**src/rtl/pipe_pkg.sv**
```systemverilog
// Shared types and constants for the elastic pipeline register.
package pipe_pkg;

  // Occupancy states; the encoding equals the number of entries held.
  typedef enum logic [1:0] {
    EMPTY = 2'd0,
    FULL  = 2'd1,
    SKIDF = 2'd2
  } pipe_state_t;

  // Default width of the squashable control field at the bottom of the payload.
  localparam int CTRL_W_DEFAULT = 8;

endpackage

```
**src/rtl/pipe_sat_ctr.sv**
```systemverilog
// Saturating up-counter: counts cycles with inc high and sticks at all-ones.
module pipe_sat_ctr #(
  parameter int STALL_W = 16
) (
  input  logic               CLK,
  input  logic               RST,
  input  logic               inc,
  output logic [STALL_W-1:0] count
);

  logic [STALL_W-1:0] count_q;
  logic [STALL_W-1:0] count_d;

  // Step on inc unless already at the maximum, so the count never wraps to zero.
  always_comb begin
    count_d = count_q;
    if (inc && (count_q != '1)) begin
      count_d = count_q + STALL_W'(1);
    end
  end

  // Count register; only reset clears it.
  always_ff @(posedge CLK or posedge RST) begin
    if (RST) begin
      count_q <= '0;
    end else begin
      count_q <= count_d;
    end
  end

  assign count = count_q;

endmodule

```
**src/rtl/pipe_stage.sv**
```systemverilog
// Elastic pipeline register with valid/ready handshake, optional skid entry,
// synchronous flush that squashes the control field, and a stall counter.
module pipe_stage
  import pipe_pkg::*;
#(
  parameter int WIDTH   = 160,
  parameter int CTRL_W  = CTRL_W_DEFAULT,
  parameter int SKID    = 1,
  parameter int STALL_W = 16
) (
  input  logic               CLK,
  input  logic               RST,
  input  logic               in_valid,
  output logic               in_ready,
  input  logic [WIDTH-1:0]   in_data,
  input  logic               flush,
  output logic               out_valid,
  input  logic               out_ready,
  output logic [WIDTH-1:0]   out_data,
  output logic [1:0]         occ,
  output logic [STALL_W-1:0] stall_cnt
);

  pipe_state_t      state_q;
  pipe_state_t      state_d;
  logic [WIDTH-1:0] main_q;
  logic [WIDTH-1:0] main_d;
  logic [WIDTH-1:0] skid_q;
  logic [WIDTH-1:0] skid_d;
  logic             accept;
  logic             issue;
  logic             stall_inc;

  assign out_valid = (state_q != EMPTY);
  assign occ       = state_q;
  assign accept    = in_valid && in_ready;
  assign issue     = out_valid && out_ready;
  assign stall_inc = out_valid && !out_ready;

  // With a skid entry, ready comes straight from state; without it, the single
  // entry can be refilled in the same cycle it drains.
  always_comb begin
    if (SKID != 0) begin
      in_ready = (state_q != SKIDF);
    end else begin
      in_ready = !out_valid || out_ready;
    end
  end

  // A bubble must look like a NOP downstream, so its control bits read as zero.
  always_comb begin
    out_data = main_q;
    if (!out_valid) begin
      out_data[CTRL_W-1:0] = '0;
    end
  end

  // Next state and next entry contents; flush overrides every handshake.
  always_comb begin
    state_d = state_q;
    main_d  = main_q;
    skid_d  = skid_q;
    if (flush) begin
      state_d              = EMPTY;
      main_d[CTRL_W-1:0]   = '0;
      skid_d[CTRL_W-1:0]   = '0;
    end else begin
      case (state_q)
        EMPTY: begin
          if (accept) begin
            state_d = FULL;
            main_d  = in_data;
          end
        end
        FULL: begin
          if (accept && issue) begin
            main_d = in_data;
          end else if (accept) begin
            state_d = SKIDF;
            skid_d  = in_data;
          end else if (issue) begin
            state_d = EMPTY;
          end
        end
        SKIDF: begin
          if (issue) begin
            state_d = FULL;
            main_d  = skid_q;
          end
        end
        default: begin
          state_d = EMPTY;
        end
      endcase
    end
  end

  // State and entry registers; reset drops every held entry immediately.
  always_ff @(posedge CLK or posedge RST) begin
    if (RST) begin
      state_q <= EMPTY;
      main_q  <= '0;
      skid_q  <= '0;
    end else begin
      state_q <= state_d;
      main_q  <= main_d;
      skid_q  <= skid_d;
    end
  end

  pipe_sat_ctr #(
    .STALL_W (STALL_W)
  ) u_stall_ctr (
    .CLK   (CLK),
    .RST   (RST),
    .inc   (stall_inc),
    .count (stall_cnt)
  );

endmodule

```
**config.mk**
```make
export PLATFORM = sky130hd
export DESIGN_NAME = pipe_stage
export DESIGN_NICKNAME = d
export VERILOG_FILES = /design/src/rtl/pipe_pkg.sv /design/src/rtl/pipe_sat_ctr.sv /design/src/rtl/pipe_stage.sv
export SDC_FILE = /design/constraint.sdc
export NUM_CORES = 1
export LEC_CHECK = 0
export BUFFER_PORTS_ARGS = -buffer_cell sky130_fd_sc_hd__buf_4
export CAP_MARGIN = 15
export CORE_MARGIN = 3
export CORE_UTILIZATION = 40
export DETAILED_ROUTE_END_ITERATION = 8
export RECOVER_POWER = 50
export SYNTH_ARGS = -nofsm -noshare
export SYNTH_HDL_FRONTEND = slang
export SYNTH_SLANG_ARGS = --single-unit
```
**constraint.sdc**
```tcl
create_clock -name CLK -period 9.18 [get_ports CLK]
set_clock_uncertainty 0.2 [all_clocks]
set_input_delay 0 -clock CLK [delete_from_list [all_inputs] [get_ports CLK]]
set_output_delay 0 -clock CLK [all_outputs]
set_load 0.03 [all_outputs]
```
==> results of run 1 <==
-- worst paths after layout --
check	start	to	slack, ns
worst max-delay path	occ[0]	main_q[44]	3.27
worst min-delay path	in_data[50]	skid_q[50]	0.04
worst max register to register	occ[0]	main_q[44]	3.27
worst min register to register	u_stall_ctr.count[15]	u_stall_ctr.count[15]	0.30
max in group asynchronous	RST	skid_q[131]	3.79
min in group asynchronous	RST	skid_q[87]	0.35
-- power by group through the flow --
stage               sequential [W]  clock (W)  combinational [W]
floorplan                  0.00244          0            0.00208
global placement           0.00251          0            0.00239
detailed placement         0.00253          0            0.00242
CTS                        0.00252    0.00154            0.00257
global route               0.00259    0.00160            0.00242
finish                     0.00251    0.00148            0.00227
-- per-layer routing --
layer / wire [µm] / global-route usage [%]
met1: 16900 / 23.4
met2: 17100 / 26.6
met3: 2620 / 4.85
met4: 782 / 4.99
met5: 0 / 0
-- cell usage in the layout (no fill, tap or decap), drive strengths merged, types with 2 or more instances in the layout --
cell         instances
a221oi               9
and3                 2
and4                 2
buf                172
clkbuf             241
clkinv              11
dfrtp              338
dlygate4sd3        204
ha                   5
inv                  7
mux2               457
mux2i                9
nand2               10
nand2b               4
nand3                5
nand4                6
nor2                18
nor2b               17
nor3                21
nor4b                3
o22a                 3
xor2                14
-- flip-flops by register name, summed over array words and instances, names as in the netlist --
| name | count |
|---|---|
| main_q | 160 |
| skid_q | 160 |
| u_stall_ctr.count | 16 |
| occ | 2 |
-- repair_timing --
item / 4_1_cts / 5_1_grt
hold endpoints to repair: 383 / 0
hold buffers: 204 / 0
endpoints found under the setup margin: 0 / 0
-- worst register-to-register path, cell delays in order (launching register included) --
cell and delay [ns]:
sky130_fd_sc_hd__dfrtp_1 0.41, sky130_fd_sc_hd__inv_1 0.12, sky130_fd_sc_hd__ha_1 1.24, sky130_fd_sc_hd__clkbuf_1 2.97
sky130_fd_sc_hd__mux2_2 0.59, sky130_fd_sc_hd__mux2_2 0.27
-- metrics by stage --
stage	cell area (µm²)	utilization [%]	cells	total power, W	hold slack, ns
floorplan	16500	-	1153	0.00452	-0.0520
global placement	18300	45.5	1822	0.00490	0.0395
detailed placement	18300	45.5	1822	0.00495	0.0428
CTS	21600	53.6	2098	0.00663	0.000144
global route	20800	51.8	2098	0.00662	0.0267
finish	20800	51.8	2099	0.00625	0.0388
-- logic make-up (layout without fill, tap and decap cells) --
group / Yosys count / count (layout) / share of synthesized area, %
simple gates: 94 / 94 / 3.35
mux: 466 / 466 / 33.7
buf+inv: 216 / 636 / 9.45
fa+ha+maj: 5 / 5 / 0.380
compound gates: 19 / 19 / 0.958
xor+xnor: 15 / 15 / 0.799
other cells: 0 / 1 / 0
flops: 338 / 338 / 51.4
-- layout make-up --
| class | instances | area, µm² |
|---|---|---|
| fillers | 3602 | 19400 |
| flip-flops and latches | 338 | 8460 |
| multi-input cells | 599 | 6420 |
| repair buffers | 558 | 4050 |
| clock buffers | 59 | 1150 |
| well taps | 525 | 657 |
| clock inverters | 13 | 72.6 |
| inverters | 6 | 23.8 |
| diodes | 1 | 2.50 |
==> impl_results.md, run 1 <==
* Post-synth cell types at 43
* Number of hold violations in the final report at 0
* Net count reported at finish at 1713
* RSZ-0062 raised after global routing: no
* Final GP Congestion at 0.758
* Worst ir drop on vdd at 156 µV
* Die Y-Extent at 209 µm
* Proportion of layout cells with a drive suffix above 1 at 44.3%
* R2r worst-path depth at 5
* Floorplan die area at 43600 µm²
* Cell types with the highest counts after synthesis: sky130_fd_sc_hd__mux2_2, sky130_fd_sc_hd__dfrtp_1, sky130_fd_sc_hd__buf_4
* Die W at 209 µm
* Final Critical Period at 5.91 ns
* Slew at the pin with the worst max-slew slack at 4.08 ns
* CP Class: reg2reg
* Clock-pin slew on the worst setup and hold paths at 0.06 ns
* Clock Latency Late Sink at 0.55 ns
* Number of antenna violations at the first check in global routing at 0
* Async SR Flop Fraction at 100%
* Setup TNS Final at 0 ns
* Cell type contributing the most total cell area after synthesis: sky130_fd_sc_hd__dfrtp_1
* Htree depth at 2
* Combinational cell fraction of total power at 36.2%
* Clock sink count at 338
* Cell with the largest stage delay on the worst path: sky130_fd_sc_hd__clkbuf_1
* Sequential power share at 40.1%
* Cell type group with the largest total delay on the critical path: buffers and inverters
* Clock buffers created by TritonCTS at 40
* Total routed wirelength at 37400 µm
* Critical Path AT at 6.14 ns
* Dominant cells by area after synthesis: sky130_fd_sc_hd__dfrtp_1, sky130_fd_sc_hd__mux2_2, sky130_fd_sc_hd__buf_4
* CP max FO at 70
* Number of violations of the max-capacitance limit at 4
* Worst slew margin relative to its limit at -172%
* Area delta synth->final at 26.7%
* Starting density of the core at 40.9%
* Wire length of the first global-routing pass at 60700 µm
* Proportion of synthesized chip area in sequential cells at 51.4%
* Cell internal pwr at 0.00404 W
* Failing checks: max-capacitance violations, max-slew violations
* Post-synthesis cell count at 1153
* Synthesized net count at 1323
* Final setup viols at 0
* Pin count of the biggest net entering global routing at 160
* Number of ports placed on the die boundary at 345
* Detailed placer's ending HPWL at 24000 µm
* Startpoint types: register
* Number of global-route vias before repair at 10929
* Count of unresolved DRC violations after routing at 0
* Final cycle utilization of the critical path at 64.4%
* DRT Pass-1 Iters at 4
* Post-CTS Repair Setup Buffers at 0
* Most frequent CP cell: sky130_fd_sc_hd__mux2_2
* Worst-case clock buffer depth at 3
* Data required time at the worst endpoint at 9.41 ns
* Net switching power of the design at 0.00221 W
* Cts repair resizes at 0
* TritonCTS clock tree: built
* Final Worst Setup Slack at 3.27 ns
* DP Worst Slack at 5.18 ns
* CTS root buf: sky130_fd_sc_hd__clkbuf_16
* Leakage power figure at 8.93 nW
* Mean Syn Cell Area at 14.3 µm²
* Synth warn at 0
* Most common cell in the synthesized netlist: sky130_fd_sc_hd__mux2_2
* Run status: finished, violations left
* Post-synth top area share at 51.4%
* Upper clock frequency limit at 169 MHz
* Number of flops mapped to enable cells by yosys at 0
* GRT overflow at 0
* Flop and latch count out of synthesis at 338
* Number of cells on the worst hold path at 3
* Count of final max-slew check failures at 227
* Count of nets left with antenna violations after detail routing at 0
* Most common flop cell mapped by yosys: sky130_fd_sc_hd__dfrtp_1
* Setup crit end kind: register
* DR iter-0 viols at 355
* Highest cell delay on the worst timing path at 2.94 ns
* Row Count at 73
* Post-DR wirelength/cell at 17.8 µm
* Clock power frac at 23.7%
* Cell count along the critical path at 5
* Series of cell instances along the critical path: inv_1 > ha_1 > clkbuf_1 > mux2_2 > mux2_2
* Std-Cell Core Area at 40200 µm²
* Number of vias after detailed routing at 10028
* Via/cell ratio at 4.78
* Cell area after technology mapping at 16500 µm²
* IO buf count at 344
* Kind of path behind the tightest hold check: in2reg
* Worst Path Buf+Inv at 2
* P per Cell Area at 300 nW/µm²
* Net Sw Frac at 35.4%
* GRT Util Overall at 17.1%
Note: power is estimated with default switching activity, not from simulation.
==> inputs of run 2 (changes only) <==
--- a/config.mk
+++ b/config.mk
@@ -5,6 +5,7 @@
 export SDC_FILE = /design/constraint.sdc
 export NUM_CORES = 1
 export LEC_CHECK = 0
+export ABC_AREA = 1
 export BUFFER_PORTS_ARGS = -buffer_cell sky130_fd_sc_hd__buf_4
 export CAP_MARGIN = 15
 export CORE_MARGIN = 3
==> constraint.sdc (replaced) <==
create_clock -name CLK -period 4.8 [get_ports CLK]
set_clock_uncertainty 0.2 [all_clocks]
set_input_delay 0 -clock CLK [delete_from_list [all_inputs] [get_ports CLK]]
set_output_delay 0 -clock CLK [all_outputs]
set_load 0.03 [all_outputs]
==> run 2 against run 1 <==
  * Largest cell class unchanged
  * Critical path type unchanged
  * The run still ends with max-capacitance violations, max-slew violations left
  * First-iteration DRC count grew 130%
  * Die area is 0.16% higher
  * Worst hold slack better by 0.028 ns
  * Global-route usage rose by 3.0 points
  * Synthesized area rose by 0.17%
==> impl_results.md, run 2 <==
* Combinational cell fraction of total power at 38.2% (was 36.2%)
* Count of nets left with antenna violations after detail routing at 0 (unchanged)
* Most common cell in the synthesized netlist: sky130_fd_sc_hd__nand2_1 (was sky130_fd_sc_hd__mux2_2)
* CP Class: reg2reg (unchanged)
* Final setup viols at 0 (unchanged)
* DR iter-0 viols at 819 (was 355)
* Net Sw Frac at 42.6% (was 35.4%)
* Proportion of synthesized chip area in sequential cells at 51.3% (was 51.4%)
* Wire length of the first global-routing pass at 73000 µm (was 60700 µm)
* Number of antenna violations at the first check in global routing at 4 (was 0)
* Pin count of the biggest net entering global routing at 299 (was 160)
* GRT overflow at 0 (unchanged)
* Failing checks: max-capacitance violations, max-slew violations (unchanged)
* Final cycle utilization of the critical path at 77.1% (was 64.4%)
* Fillers at 3957 (was 3602)
* CP max FO at 230 (was 70)
* P per Cell Area at 619 nW/µm² (was 300 nW/µm²)
* Synthesized net count at 2240 (was 1323)
* Worst slew margin relative to its limit at -90.0% (was -172%)
* Clock Latency Late Sink at 0.54 ns (was 0.55 ns)
* Starting density of the core at 41.0% (was 40.9%)
* Net switching power of the design at 0.00543 W (was 0.00221 W)
* Run status: finished, violations left (unchanged)
* Data required time at the worst endpoint at 5.07 ns (was 9.41 ns)
* Post-synth top area share at 51.3% (was 51.4%)
* Leakage power figure at 10.1 nW (was 8.93 nW)
* Count of unresolved DRC violations after routing at 0 (unchanged)
* GRT Util Overall at 20.1% (was 17.1%)
* IO buf count at 344 (unchanged)
* Post-synthesis cell count at 2070 (was 1153)
* Via/cell ratio at 4.79 (was 4.78)
* Final Worst Setup Slack at 1.10 ns (was 3.27 ns)
* Startpoint types: register (unchanged)
* Cell type contributing the most total cell area after synthesis: sky130_fd_sc_hd__dfrtp_1 (unchanged)
* Clock sink count at 338 (unchanged)
* Mean Syn Cell Area at 7.96 µm² (was 14.3 µm²)
* Count of final max-slew check failures at 183 (was 227)
* Area delta synth->final at 24.9% (was 26.7%)
* Final GP Congestion at 0.802 (was 0.758)
* Async SR Flop Fraction at 100% (unchanged)
* Floorplan die area at 43700 µm² (was 43600 µm²)
* Kind of path behind the tightest hold check: in2async (was in2reg)
* DRT Pass-1 Iters at 7 (was 4)
* Die W at 209 µm (about the same)
* DP Worst Slack at 1.70 ns (was 5.18 ns)
* Upper clock frequency limit at 270 MHz (was 169 MHz)
* Cell area after technology mapping at 16500 µm² (about the same)
* Worst ir drop on vdd at 345 µV (was 156 µV)
* Cts repair resizes at 0 (unchanged)
* Dominant cells by area after synthesis: sky130_fd_sc_hd__dfrtp_1, sky130_fd_sc_hd__nand2_1, sky130_fd_sc_hd__o21ai_0 (was sky130_fd_sc_hd__dfrtp_1, sky130_fd_sc_hd__mux2_2, sky130_fd_sc_hd__buf_4)
* Core Util, Final at 51.2% (was 51.8%)
* Proportion of layout cells with a drive suffix above 1 at 11.6% (was 44.3%)
* Clock buffers created by TritonCTS at 39 (was 40)
* Number of hold violations in the final report at 0 (unchanged)
* Net count reported at finish at 2535 (was 1713)
* Post-DR wirelength/cell at 15.3 µm (was 17.8 µm)
* Setup crit end kind: register (unchanged)
* Flop and latch count out of synthesis at 338 (unchanged)
* Worst-case clock buffer depth at 3 (unchanged)
* Number of ports placed on the die boundary at 345 (unchanged)
* Final Critical Period at 3.70 ns (was 5.91 ns)
* Setup TNS Final at 0 ns (unchanged)
* Leading cell type in the layout, fill and taps excluded: sky130_fd_sc_hd__nand2_1 (was sky130_fd_sc_hd__mux2_2)
* Number of violations of the max-capacitance limit at 2 (was 4)
* Sequential power share at 38.0% (was 40.1%)
* RSZ-0062 raised after global routing: no (unchanged)
* Std-Cell Core Area at 40200 µm² (unchanged)
* Clock power frac at 23.8% (was 23.7%)
* Top library cells by usage in the layout, fill and taps aside: sky130_fd_sc_hd__nand2_1, sky130_fd_sc_hd__o21ai_0, sky130_fd_sc_hd__dfrtp_1 (was sky130_fd_sc_hd__mux2_2, sky130_fd_sc_hd__dfrtp_1, sky130_fd_sc_hd__dlygate4sd3_1)
* Htree depth at 2 (unchanged)
* CTS root buf: sky130_fd_sc_hd__clkbuf_16 (unchanged)
* Synth warn at 0 (unchanged)
* Cell types with the highest counts after synthesis: sky130_fd_sc_hd__nand2_1, sky130_fd_sc_hd__o21ai_0, sky130_fd_sc_hd__dfrtp_1 (was sky130_fd_sc_hd__mux2_2, sky130_fd_sc_hd__dfrtp_1, sky130_fd_sc_hd__buf_4)
* Clock-pin slew on the worst setup and hold paths at 0.06 ns (about the same)
* TritonCTS clock tree: built (unchanged)
* Post-synth cell types at 25 (was 43)
* Post-CTS Repair Setup Buffers at 0 (unchanged)
* Number of global-route vias before repair at 14071 (was 10929)
* Total routed wirelength at 44600 µm (was 37400 µm)
* Detailed placer's ending HPWL at 27300 µm (was 24000 µm)
* Most common flop cell mapped by yosys: sky130_fd_sc_hd__dfrtp_1 (unchanged)
* Number of flops mapped to enable cells by yosys at 0 (unchanged)
* Cell internal pwr at 0.00731 W (was 0.00404 W)
* Die Y-Extent at 209 µm (about the same)
* Number of vias after detailed routing at 13964 (was 10028)
* Critical Path AT at 3.97 ns (was 6.14 ns)
* Row Count at 73 (unchanged)
* Slew at the pin with the worst max-slew slack at 2.85 ns (was 4.08 ns)
==> run 2: changes by cell type after synthesis, moves of 48 or more <==
cell                      delta
sky130_fd_sc_hd__mux2_2    -377
sky130_fd_sc_hd__o21ai_0   +342
sky130_fd_sc_hd__buf_2      +48
sky130_fd_sc_hd__o21ai_1   +140
sky130_fd_sc_hd__mux2_4     -80
sky130_fd_sc_hd__nand2_1   +690
sky130_fd_sc_hd__inv_1     +181
==> run 2: critical path, cell delays in order, from the launching register on <==
cell	delay (ns)
sky130_fd_sc_hd__dfrtp_1	0.42
sky130_fd_sc_hd__inv_1	0.14
sky130_fd_sc_hd__ha_1	0.45
sky130_fd_sc_hd__nor2_1	0.10
sky130_fd_sc_hd__nand2_1	0.13
sky130_fd_sc_hd__nand2_2	0.10
sky130_fd_sc_hd__nor2_2	0.22
sky130_fd_sc_hd__nand2_8	0.31
sky130_fd_sc_hd__buf_12	0.38
sky130_fd_sc_hd__o21ai_1	0.32
sky130_fd_sc_hd__dlygate4sd3_1	0.58
==> run 2: path summary, 6_finish.rpt <==
check / from / to / cells past startpoint / slack (ns)
worst max-delay path: occ[0] / skid_q[3] / 10 / 1.10
worst min-delay path: RST / skid_q[6] / 4 / 0.07
worst max register to register: occ[0] / skid_q[3] / 10 / 1.10
worst min register to register: main_q[22] / main_q[22] / 2 / 0.28
max in group asynchronous: RST / skid_q[52] / 4 / 1.71
min in group CLK: in_data[63] / skid_q[63] / 4 / 0.07
==> run 2: routing by layer <==
metal | global-route usage, % | up-vias | part of all wire (%)
li1 | - | 6948 | -
met1 | 26.7 | 6570 | 45
met2 | 33.2 | 351 | 47
met3 | 3.96 | 91 | 5.4
met4 | 6.86 | 4 | 3.1
met5 | 0 | - | 0.061
==> run 2: cells by family after synthesis <==
kind of cell,synth area share [%]
flops,51.3
buf+inv,15.0
compound gates,15.0
simple gates,17.9
xor+xnor,0.266
fa+ha+maj,0.380
==> run 2: power groups by stage <==
stage	logic (W)	registers, W	clock network (W)
6_report	0.00487	0.00485	0.00303
5_1_grt	0.00540	0.00500	0.00323
4_1_cts	0.00542	0.00486	0.00313
3_5_place_dp	0.00529	0.00489	0
3_3_place_gp	0.00519	0.00486	0
2_1_floorplan	0.00440	0.00471	0
==> run 2: timing repair <==
| item | in CTS | in global routing |
|---|---|---|
| hold endpoints to repair | 676 | 0 |
| setup endpoints to repair | 0 | 0 |
| hold buffers | 172 | 0 |
==> run 2: area by class of cell <==
| class | instances | area [µm²] | share of cell area (%) |
|---|---|---|---|
| clock inverters | 9 | 149 | 0.724 |
| clock buffers | 54 | 1140 | 5.56 |
| diodes | 2 | 5.00 | 0.0243 |
| well taps | 525 | 657 | 3.19 |
| multi-input cells | 1269 | 5570 | 27.1 |
| repair buffers | 527 | 3880 | 18.8 |
| flip-flops and latches | 338 | 8460 | 41.1 |
| inverters | 190 | 719 | 3.50 |
==> run 2: stage by stage <==
| stage | total power [W] | instance area [µm²] | std cells | hold slack, ns |
|---|---|---|---|---|
| 3_5_place_dp | 0.0102 | 18100 | 2676 | 0.0751 |
| 3_3_place_gp | 0.0100 | 18100 | 2676 | 0.0664 |
| 2_1_floorplan | 0.00910 | 16500 | 2070 | -0.0531 |
| 6_report | 0.0127 | 20600 | 2914 | 0.0670 |
| 5_1_grt | 0.0136 | 20600 | 2914 | 0.0513 |
| 4_1_cts | 0.0134 | 21100 | 2911 | 0.0379 |
==> inputs of run 3 (changes only) <==
==> constraint.sdc (replaced) <==
create_clock -name CLK -period 3.6 [get_ports CLK]
set_clock_uncertainty 0.2 [all_clocks]
set_input_delay 0 -clock CLK [delete_from_list [all_inputs] [get_ports CLK]]
set_output_delay 0 -clock CLK [all_outputs]
set_load 0.03 [all_outputs]
==> run 3 against run 2 <==
  * The flow now finishes without violations
  * Combinational power grew 33%
  * Flip-flop and latch count is the same
  * Clock power is 30% higher
  * Clock-buffer cell count is 10 higher
  * First-iteration DRC count rose by 9.0%
  * Design area rose by 0.19%
  * Worst hold slack improved by 0.010 ns
  * Maximum frequency is 30% higher
  * Sequential share of layout area shrank 0.080 points
  * Via count rose by 0.91%
  * Setup slack worse by 0.36 ns
  * Sequential power rose by 34%
==> impl_results.md, run 3 (synthesis gave the netlist of run 2 again) <==
* Run status: completed (was finished, violations left)
* Critical Path AT at 3.12 ns (was 3.97 ns)
* Worst r2r dst: skid_q[1] (was skid_q[3])
* Total routed wirelength at 44800 µm (was 44600 µm)
* Setup crit end kind: register (unchanged)
* Clock Latency Late Sink at 0.53 ns (was 0.54 ns)
* Top library cells by usage in the layout, fill and taps aside: sky130_fd_sc_hd__nand2_1, sky130_fd_sc_hd__o21ai_0, sky130_fd_sc_hd__dfrtp_1 (unchanged)
* Kind of path behind the tightest hold check: in2reg (was in2async)
* Number of violations of the max-capacitance limit at 0 (was 2)
* Cell with the largest stage delay on the worst path: sky130_fd_sc_hd__dlygate4sd3_1 (unchanged)
* Post-DR wirelength/cell at 15.3 µm (about the same)
* Count of unresolved DRC violations after routing at 0 (unchanged)
* Cell type group with the largest total delay on the critical path: simple AND/OR/NAND/NOR gates (was buffers and inverters)
* DR iter-0 viols at 893 (was 819)
* Cts repair resizes at 0 (unchanged)
* CP max FO at 12 (was 230)
* Leading cell type in the layout, fill and taps excluded: sky130_fd_sc_hd__nand2_1 (unchanged)
* Number of antenna violations at the first check in global routing at 2 (was 4)
* IO buf count at 344 (unchanged)
* Leakage power figure at 10.1 nW (about the same)
* Net count reported at finish at 2548 (was 2535)
* Met2 global-route usage at 32.9% (was 33.2%)
* Number of global-route vias before repair at 13964 (was 14071)
* Std-Cell Core Area at 40200 µm² (unchanged)
* Area delta synth->final at 25.1% (was 24.9%)
* Clock-pin slew on the worst setup and hold paths at 0.06 ns (about the same)
* Via/cell ratio at 4.80 (was 4.79)
* GRT Util Overall at 20.2% (was 20.1%)
* Setup crit start: occ[0] (unchanged)
* Fillers at 3916 (was 3957)
* Core Util, Final at 51.3% (was 51.2%)
* Wire length of the first global-routing pass at 72900 µm (was 73000 µm)
* CTS root buf: sky130_fd_sc_hd__clkbuf_16 (unchanged)
* Final GP Congestion at 0.799 (was 0.802)
* Number of ports placed on the die boundary at 345 (unchanged)
* Area post-placement at 18300 µm² (was 18100 µm²)
* Most used routing layer: met2 (unchanged)
* RSZ-0062 raised after global routing: no (unchanged)
* Placed insts at 2687 (was 2676)
* Die Y-Extent at 209 µm (unchanged)
* GRT overflow at 0 (unchanged)
* Post-CTS Repair Setup Buffers at 0 (unchanged)
* Worst r2r src: occ[0] (unchanged)
* Worst-case clock buffer depth at 3 (unchanged)
* Flop-to-flop setup slack at 0.74 ns (was 1.10 ns)
* R2r worst-path depth at 10 (unchanged)
* Worst ir drop on vdd at 727 µV (was 345 µV)
* Startpoint types: register (unchanged)
* Row Count at 73 (unchanged)
* Count of nets left with antenna violations after detail routing at 0 (unchanged)
* Final cycle utilization of the critical path at 79.4% (was 77.1%)
* Number of hold violations in the final report at 0 (unchanged)
* Slew at the pin with the worst max-slew slack at 1.20 ns (was 2.85 ns)
* Proportion of layout cells with a drive suffix above 1 at 11.1% (was 11.6%)
* Upper clock frequency limit at 350 MHz (was 270 MHz)
* Worst slew margin relative to its limit at 19.8% (was -90.0%)
* Global routing met1 resource utilization at 27.1% (was 26.7%)
* Critical path endpoint: skid_q[1] (was skid_q[3])
* Post-Layout Cell Count at 2933 (was 2914)
* TritonCTS clock tree: built (unchanged)
* DRT Pass-1 Iters at 6 (was 7)
* Data required time at the worst endpoint at 3.87 ns (was 5.07 ns)
* Cell count along the critical path at 10 (unchanged)
* Count of final max-slew check failures at 0 (was 183)
* Clock sink count at 338 (unchanged)
* Pin count of the biggest net entering global routing at 183 (was 299)
* Global-route track usage on met3 at 3.66% (was 3.96%)
* Htree depth at 2 (unchanged)
* Final setup viols at 0 (unchanged)
* Final Critical Period at 2.86 ns (was 3.70 ns)
* Highest cell delay on the worst timing path at 0.58 ns (about the same)
* Starting density of the core at 41.0% (unchanged)
* CP Class: reg2reg (unchanged)
* Clock buffers created by TritonCTS at 40 (was 39)
* P per Cell Area at 820 nW/µm² (was 619 nW/µm²)
* Final non-filler cell area at 20600 µm² (about the same)
* Number of vias after detailed routing at 14091 (was 13964)
* Worst Path Buf+Inv at 2 (was 3)
* Die W at 209 µm (unchanged)
* Detailed placer's ending HPWL at 27700 µm (was 27300 µm)
* Series of cell instances along the critical path: inv_1 > ha_1 > nor2_1 > nand2_1 > nand2_2 > nor2_2 > nor2_1 > nand2_1 > o21ai_1 > dlygate4sd3_1 (was inv_1 > ha_1 > nor2_1 > nand2_1 > nand2_2 > nor2_2 > nand2_8 > buf_12 > o21ai_1 > dlygate4sd3_1)
* Floorplan die area at 43700 µm² (unchanged)
-- run 3: cell types whose count changed in the layout (fill, tap and decap cells not counted), sizes merged --
cell and delta:
clkbuf +37, buf -16, bufinv -4, clkinv +1
dlygate4sd3 +1
-- run 3: layout make-up --
| cell class | count | area (µm²) | area share (%) |
|---|---|---|---|
| diodes | 2 | 5.00 | 0.0243 |
| clock buffers | 64 | 1250 | 6.08 |
| clock inverters | 6 | 30.0 | 0.146 |
| inverters | 190 | 719 | 3.49 |
| multi-input cells | 1269 | 5570 | 27.0 |
| flip-flops and latches | 338 | 8460 | 41.0 |
| well taps | 525 | 657 | 3.19 |
| repair buffers | 539 | 3930 | 19.1 |
-- run 3: worst min-delay path, stage by stage --
cell and delay (ns):
sky130_fd_sc_hd__dlygate4sd3_1 0.53, sky130_fd_sc_hd__buf_4 0.10, sky130_fd_sc_hd__inv_1 0.04, sky130_fd_sc_hd__o21ai_1 0.11
-- run 3: how the worst min path moves through the flow --
stage                 start          end  slack [ns]  cells past startpoint
2_1_floorplan   in_data[59]   skid_q[59]       -0.05                      2
3_3_place_gp   in_data[103]  skid_q[103]        0.06                      3
3_5_place_dp   in_data[103]  skid_q[103]        0.07                      3
4_1_cts        in_data[101]  skid_q[101]        0.04                      4
5_1_grt        in_data[144]  skid_q[144]        0.07                      4
6_report       in_data[100]  skid_q[100]        0.08                      4
-- run 3: report_power, final --
| group | total (W) | switching (W) | internal [W] | leakage (nW) |
|---|---|---|---|---|
| Sequential | 0.00648 | 0.000973 | 0.00551 | 4.24 |
| Combinational | 0.00649 | 0.00473 | 0.00176 | 5.21 |
| Clock | 0.00393 | 0.00156 | 0.00237 | 0.640 |
| Total | 0.0169 | 0.00727 | 0.00963 | 10.1 |
-- run 3: what timing repair did --
action                                 4_1_cts  5_1_grt
setup endpoints to repair                    0        0
hold buffers                               172        1
endpoints found under the hold margin      366       12
-- run 3: routing by layer --
| metal | up-vias | part of all wire [%] |
|---|---|---|
| li1 | 6976 | - |
| met1 | 6649 | 45 |
| met2 | 372 | 46 |
| met3 | 94 | 5.4 |
| met4 | 0 | 3.2 |
| met5 | - | 0 |
-- run 3: metrics by stage --
stage	setup TNS, ns	hold slack [ns]	power, W	worst slack, ns
detailed placement	0	0.0695	0.0137	0.953
floorplan	-378.08	-0.0531	0.0121	-1.12
global route	0	0.0742	0.0181	0.484
global placement	0	0.0600	0.0135	1.07
finish	0	0.0769	0.0169	0.742
CTS	0	0.0389	0.0179	0.785
